[src/rtl/card_shoe.sv]
// 52-card shoe dealing random undealt cards, picked with a free-running 16-bit LFSR.
// Optional CARD_SHOE_SEED_EN adds i_seed_load/i_seed to reseed the LFSR.
module card_shoe #(
  parameter logic [15:0] LFSR_INIT = 16'hACE1
) (
  input  logic       i_clk,
  input  logic       i_reset_n,
  input  logic       i_request,
  input  logic       i_shuffle,
`ifdef CARD_SHOE_SEED_EN
  input  logic       i_seed_load,
  input  logic [15:0] i_seed,
`endif
  output logic       o_valid,
  output logic [3:0] o_rank,
  output logic [1:0] o_suit,
  output logic [3:0] o_value,
  output logic [5:0] o_remaining,
  output logic       o_busy,
  output logic       o_reshuffled
);

  typedef enum logic [1:0] {StIdle, StPick, StScan, StDeliver} state_e;

  state_e      state_q, state_d;
  logic [15:0] lfsr_q, lfsr_d;
  logic [51:0] mask_q, mask_d;
  logic [5:0]  idx_q, idx_d;
  logic [5:0]  remaining_q, remaining_d;
  logic [3:0]  rank_q, rank_d;
  logic [1:0]  suit_q, suit_d;
  logic [3:0]  value_q, value_d;
  logic        reshuffle;

  logic        lfsr_fb;
  logic [5:0]  pick;
  logic [5:0]  rank_full;
  logic [3:0]  rank_c;
  logic [1:0]  suit_c;

  assign lfsr_fb = lfsr_q[15] ^ lfsr_q[13] ^ lfsr_q[12] ^ lfsr_q[10];
  assign pick    = lfsr_q[5:0];

  // Card index -> rank/suit without a divider: idx = suit*13 + rank-1.
  always_comb begin
    suit_c    = 2'd0;
    rank_full = 6'd0;
    if (idx_q < 6'd13) begin
      suit_c    = 2'd0;
      rank_full = idx_q + 6'd1;
    end else if (idx_q < 6'd26) begin
      suit_c    = 2'd1;
      rank_full = idx_q - 6'd12;
    end else if (idx_q < 6'd39) begin
      suit_c    = 2'd2;
      rank_full = idx_q - 6'd25;
    end else begin
      suit_c    = 2'd3;
      rank_full = idx_q - 6'd38;
    end
    rank_c = rank_full[3:0];
  end

  always_comb begin
    state_d     = state_q;
    mask_d      = mask_q;
    idx_d       = idx_q;
    remaining_d = remaining_q;
    rank_d      = rank_q;
    suit_d      = suit_q;
    value_d     = value_q;
    reshuffle   = 1'b0;
    lfsr_d      = {lfsr_q[14:0], lfsr_fb};
`ifdef CARD_SHOE_SEED_EN
    if (i_seed_load) begin
      lfsr_d = (i_seed == 16'd0) ? LFSR_INIT : i_seed;
    end
`endif

    unique case (state_q)
      StIdle: begin
        if (i_shuffle) begin
          mask_d      = '0;
          remaining_d = 6'd52;
        end
        if (i_request) begin
          // An explicit shuffle in the same cycle already refills the shoe.
          if (!i_shuffle && remaining_q == 6'd0) begin
            mask_d      = '0;
            remaining_d = 6'd52;
            reshuffle   = 1'b1;
          end
          state_d = StPick;
        end
      end
      StPick: begin
        idx_d   = (pick >= 6'd52) ? pick - 6'd52 : pick;
        state_d = StScan;
      end
      StScan: begin
        if (!mask_q[idx_q]) begin
          rank_d  = rank_c;
          suit_d  = suit_c;
          value_d = (rank_c > 4'd10) ? 4'd10 : rank_c;
          state_d = StDeliver;
        end else begin
          idx_d = (idx_q == 6'd51) ? 6'd0 : idx_q + 6'd1;
        end
      end
      StDeliver: begin
        mask_d[idx_q] = 1'b1;
        remaining_d   = remaining_q - 6'd1;
        state_d       = StIdle;
      end
      default: state_d = StIdle;
    endcase
  end

  always_ff @(posedge i_clk or negedge i_reset_n) begin
    if (!i_reset_n) begin
      state_q     <= StIdle;
      lfsr_q      <= LFSR_INIT;
      mask_q      <= '0;
      idx_q       <= 6'd0;
      remaining_q <= 6'd52;
      rank_q      <= 4'd0;
      suit_q      <= 2'd0;
      value_q     <= 4'd0;
    end else begin
      state_q     <= state_d;
      lfsr_q      <= lfsr_d;
      mask_q      <= mask_d;
      idx_q       <= idx_d;
      remaining_q <= remaining_d;
      rank_q      <= rank_d;
      suit_q      <= suit_d;
      value_q     <= value_d;
    end
  end

  assign o_valid      = (state_q == StDeliver);
  assign o_busy       = (state_q != StIdle);
  assign o_reshuffled = reshuffle;
  assign o_rank       = rank_q;
  assign o_suit       = suit_q;
  assign o_value      = value_q;
  assign o_remaining  = remaining_q;

  // A card may never be handed out twice before a refill.
  a_no_double_deal : assert property (@(posedge i_clk) disable iff (!i_reset_n)
    (state_q == StDeliver) |-> !mask_q[idx_q]);

endmodule

[config.mk]
export PLATFORM = sky130hd
export DESIGN_NAME = card_shoe
export DESIGN_NICKNAME = d
export VERILOG_FILES = /design/src/rtl/card_shoe.sv
export SDC_FILE = /design/constraint.sdc
export NUM_CORES = 1
export LEC_CHECK = 0
export ABC_AREA = 1
export CAP_MARGIN = 20
export CORE_MARGIN = 2
export CORE_UTILIZATION = 55
export CTS_CLUSTER_DIAMETER = 30
export DETAILED_ROUTE_END_ITERATION = 10
export PLACE_DENSITY = 0.76
export SYNTH_ARGS = -nofsm -noshare
export SYNTH_HDL_FRONTEND = slang
export SYNTH_SLANG_ARGS = --single-unit
[constraint.sdc]
create_clock -name i_clk -period 2 [get_ports i_clk]
set_input_delay 0.4 -clock i_clk [delete_from_list [all_inputs] [get_ports i_clk]]
set_output_delay 0.4 -clock i_clk [all_outputs]
set_load 0.05 [all_outputs]
* After elaboration in Yosys (flattened, before gate mapping)
Index checks and enable logic that the tools add are counted.
Cells by class: add/sub/neg operators 6, $lt $le $gt $ge 7, equal/unequal tests 7, multiplexer cells 29, bitwise gates (word level) 5, reductions and logical operators 11
Operator list (number):
- 52-bit 2-to-1 mux | 3
- 52-bit case mux with 2 select lines | 1
- 52-bit bitwise OR | 1
- 6-bit 2-to-1 mux | 6
- 6-bit case mux with 2 select lines | 2
- 4-bit 2-to-1 mux | 4
- 2-bit 2-to-1 mux | 4
- 2-bit case mux with 4 select lines | 1
- 4-bit subtractor, second input constant | 2
- 6-bit by 7-bit < comparator with 1-bit output, second input constant | 1
- 6-bit by 1-bit adder with 6-bit output, second input constant | 1
- 1-bit binary-select mux with 6-bit select | 1
- 1-bit demux with 6-bit select | 1
- 6-bit equality test, second input constant | 1
- 6-bit by 1-bit greater-or-equal comparator with 1-bit output, second input constant | 1
- 6-bit greater-or-equal comparator, second input constant | 1
- 6-bit logical NOT | 1
- 6-bit by 4-bit < comparator with 1-bit output, second input constant | 1
- 6-bit by 5-bit < comparator with 1-bit output, second input constant | 1
- 6-bit < comparator, second input constant | 1
- 1-bit 2-to-1 mux | 6
- 2-bit inequality test, second input constant | 3
- 2-bit AND reduction | 3
- 2-bit nonzero test | 3
- other kinds (11) | 15
Word-level totals: bits in registers 92, bits of input ports 4, output and inout port bits 19

* Longest topological paths before layout
depth in word-level cells 6, mapped depth 17, gate-level depth less buffers 15

* Least setup slack after synthesis
Ideal clock, no wire load.
path kind register to output, start reg remaining_q[0] (netlist: o_remaining[0]), end out o_reshuffled, data arrival time 1.920 ns, setup slack -0.320 ns, stages on the path, launching flop included 9, path buffers 0, cell sequence dfrtp_1 > inv_1 > ha_1 > inv_1 > nor2_1 > nand2_1 > nor2_1 > nand2_1 > nor2_1
Between the ends: longest elaborated chain between the ends 5
Ends and longest elaborated chain:
- from (decl) | line 29 | logic [5:0] remaining_q, remaining_d;
- from (signal assigned) | line 134 | remaining_q <= remaining_d;
- 6-bit logical NOT | line 88 | if (!i_shuffle && remaining_q == 6'd0) begin
- 1-bit logical AND | line 88
- 1-bit 2-to-1 mux | line 88
- 1-bit 2-to-1 mux | line 86 | if (i_request) begin
- 1-bit 2-to-1 mux | line 80 | unique case (state_q)
- to (decl) | line 20 | output logic o_reshuffled
Every way passes these cells.

* Worst setup path in the final report
Ends and elaborated chain as after synthesis.

==> metrics.txt <==
Seq/Total Area, Yosys=45.2%; CTS Sinks=92; final non-filler cell area=0.00609 sq mm; unrepaired setup endpoints after global routing=yes; synthesized area per cell=7.50 sq um; Layout Cells excl Fill=849; drt first pass iters=6; final setup fails=2; clock share of power=18.7%; busiest grt layer=met2; CP max FO=2; Max-Cap Viols=0; GR Util met3=4.99%; Yosys reg bits=just over 90; Post-synth EDFFs=0; commonest non-fill, non-tap cell in the layout=nand2_1; met1 usage=around 32%; Crit path max-delay family=simple AND/OR/NAND/NOR gates; cell leakage power=approximately 3.4 nW; placed insts=811; largest net degree at the start of global routing=53; Worst Path Required=1.60 ns; Distinct cells, synth=36; classification of the worst setup path=reg -> out; Via density=5.30; VDD IR max=0.977 mV; CP cell instances=inv_2 > ha_4 > inv_2 > nor2_4 > nand2_2 > nor2_4 > nand2_2 > nor2_4 > buf_12; cell area after placement=between 0.005 and 0.006 sq mm; root buffer cell=clkbuf_8; nature of the critical path endpoint=primary output; setup ws final=-0.0486 ns; Netlist Area Pre-Place=a little over 0.005 sq mm; Fin. Hold Viols=0; Net Switching=0.00310 W; fraction of registers with async set/reset=100%; fin nets=roughly 760; f_max=488 MHz; # rows=35; Routed Antenna Nets=0; Sw Ratio=between 40% and 50%; Core ar.=0.00915 sq mm; Layout Skew=0.00982 ns; status=complete, but fails checks; CTS tree=done; largest area contributor in the netlist=dfrtp_1; Final GP Congestion=0.921; failing checks=negative setup slack; clk slew on worst S/H paths=roughly 0.1 ns; Starting Density=56.0%; Rel. slew slack=between 60% and 70%; Routed WL per cell=14.0 microns; WP buf/inv=3; max-slew violations=0; synth top area cells=dfrtp_1 40%, nand2_1 14%, inv_1 10%, o21ai_0 6.0%, dfstp_2 5.6%; First DRT Iteration DRCs=327; vias in the first global route=4,208; top cell type's share of synthesized area=between 30% and 40%; WP data arrival=1.65 ns; drt drc=0; most frequent cells in the layout=185 x nand2_1, 138 x inv_1, 80 x dfrtp_1; slowest stage delay, CP=0.41 ns; Reg power frac=30.9%; drt total wl=11,900 microns; Yosys warning count=0; CP max stage cell=dfrtp_1; pwr/cell area=around 1200 mW/mm^2; Setup TNS Final=-0.0599 ns; total CTS buffers=9; I/O Buffers=22; cell-internal power=0.00395 W; GRT Total Usage=about a quarter; deepest clock path buffer count=2; Layout fillers=around 770; Synth Net Count=705; Hold WC Path Type=reg -> reg; CTS H-tree depth=3; Final Cycle Share=102%; boundary pin count=23; Die Span X=100 microns; Main synth FF type=dfrtp_1; dpl hpwl=a little over 8000 microns; worst slew pin tran=0.512 ns; Startpoint Class=flop; area growth from synthesis to final layout=18.9%; n_diodes=0; layout cells sized above 1=between 10% and 20%; vias post-DR=4,497; Syn Inst Count=about 700; first-pass GRT wire length=between 15,000 and 20,000 microns; M2 GR Usage=40.0%; fin crit period=~2 ns; Comb pwr share=between 50% and 60%; clock insertion delay at the later pin of the skew report=roughly 0.37 ns; die span in y=roughly 100 microns; DIE AREA=0.0101 sq mm; initial antenna violation count=0; Overflow after GRT=0; CP dominant cell by count=nor2_4
-- final timing paths --
check	start	to	slack, ns	depth (start not counted)
worst min-delay path	lfsr_q[9]$_DFF_PN0_	lfsr_q[10]$_DFF_PN1_	0.36	0
worst max-delay path	o_remaining[0]$_DFFE_PN0P_	o_reshuffled	-0.05	9
min in group asynchronous	i_reset_n	mask_q[28]$_DFFE_PN0P_	0.39	2
worst max register to register	idx_q[0]$_DFFE_PN0P_	idx_q[4]$_DFFE_PN0P_	-0.01	12
max in group asynchronous	i_reset_n	o_remaining[5]$_DFFE_PN1P_	0.93	3
worst min register to register	lfsr_q[9]$_DFF_PN0_	lfsr_q[10]$_DFF_PN1_	0.36	0
-- synthesized netlist by cell type, types with 2 or more instances --
| cell type | instances |
|---|---|
| a21oi_1 | 10 |
| a31oi_1 | 4 |
| buf_2 | 5 |
| buf_4 | 3 |
| buf_6 | 8 |
| clkbuf_1 | 7 |
| dfrtp_1 | 81 |
| dfstp_2 | 11 |
| ha_1 | 18 |
| inv_1 | 143 |
| inv_2 | 2 |
| nand2_1 | 197 |
| nand2_2 | 2 |
| nand3_1 | 55 |
| nand4_1 | 2 |
| nor2_1 | 29 |
| nor2_2 | 2 |
| nor3_1 | 4 |
| o211ai_1 | 6 |
| o21ai_0 | 61 |
| o21ai_1 | 3 |
| o21ai_2 | 5 |
| o22ai_1 | 3 |
| o31ai_1 | 2 |
| xnor2_1 | 5 |
| xor2_1 | 5 |
-- sequential cells by signal, summed over array words and instances (netlist names) --
signal       cells
mask_q          52
lfsr_q          16
idx_q            6
o_remaining      6
o_rank           4
o_value          4
o_suit           2
state_q          2
-- power groups by stage --
stage	sequential [W]	clock, W	combinational [W]
finish	0.00218	0.00132	0.00355
global route	0.00220	0.00141	0.00386
CTS	0.00218	0.00134	0.00319
detailed placement	0.00221	0	0.00308
global placement	0.00220	0	0.00299
floorplan	0.00251	0	0.00190
-- routing by layer --
| layer | vias to the layer above | wire length, microns |
|---|---|---|
| met5 | - | 0 |
| li1 | 2187 | - |
| met2 | 163 | 5680 |
| met3 | 25 | 730 |
| met1 | 2122 | 5250 |
| met4 | 0 | 268 |
-- cell type report --
type | instances | area, sq um | area share (%)
multi-input cells | 420 | 2180 | 35.9
clock buffers | 9 | 124 | 2.03
well taps | 111 | 139 | 2.28
clock inverters | 7 | 83.8 | 1.38
flip-flops and latches | 92 | 2320 | 38.1
inverters | 147 | 573 | 9.41
repair buffers | 63 | 668 | 11.0
-- through the flow --
step | utilization, % | setup slack [ns] | hold WS, ns | power (W)
finish | 66.5 | -0.0486 | 0.364 | 0.00704
global route | 66.5 | -0.114 | 0.375 | 0.00747
CTS | 64.0 | -0.0960 | 0.370 | 0.00670
detailed placement | 60.5 | 0.0298 | 0.235 | 0.00528
global placement | 60.5 | 0.0687 | 0.229 | 0.00519
floorplan | - | -0.0254 | 0.104 | 0.00441
-- worst register-to-register path, cell delays in order, from the launching register on --
cell and delay (ns):
dfrtp_1 0.41, buf_6 0.16, clkbuf_16 0.15, o211ai_1 0.18, nand3_1 0.13, nand3_1 0.09, nand2_1 0.05, nand2_1 0.07
nand2_2 0.10, o21ai_4 0.31, buf_4 0.17, nand3_1 0.06, nand2_1 0.07
-- what timing repair did --
action,CTS,global route
buffers inserted,11,7
endpoints found under the setup margin,2,34
pin swaps,5,10
hold buffers,1,0
resized for setup,11,35
gates cloned,0,3
hold endpoints to repair,6,0
-- kinds of logic (layout without fill, tap and decap cells) --
family / count (synthesis) / count (layout) / share of synthesized area, %
and+or+nand+nor: 295 / 295 / 23.8
buffers and inverters: 171 / 226 / 14.1
AOI/OAI and AO/OA: 97 / 97 / 10.7
DFF: 92 / 92 / 45.2
adders and majority gates: 18 / 18 / 4.40
xor gates and xnor gates: 10 / 10 / 1.71
No activity file was read; power rests on OpenSTA's default activity.
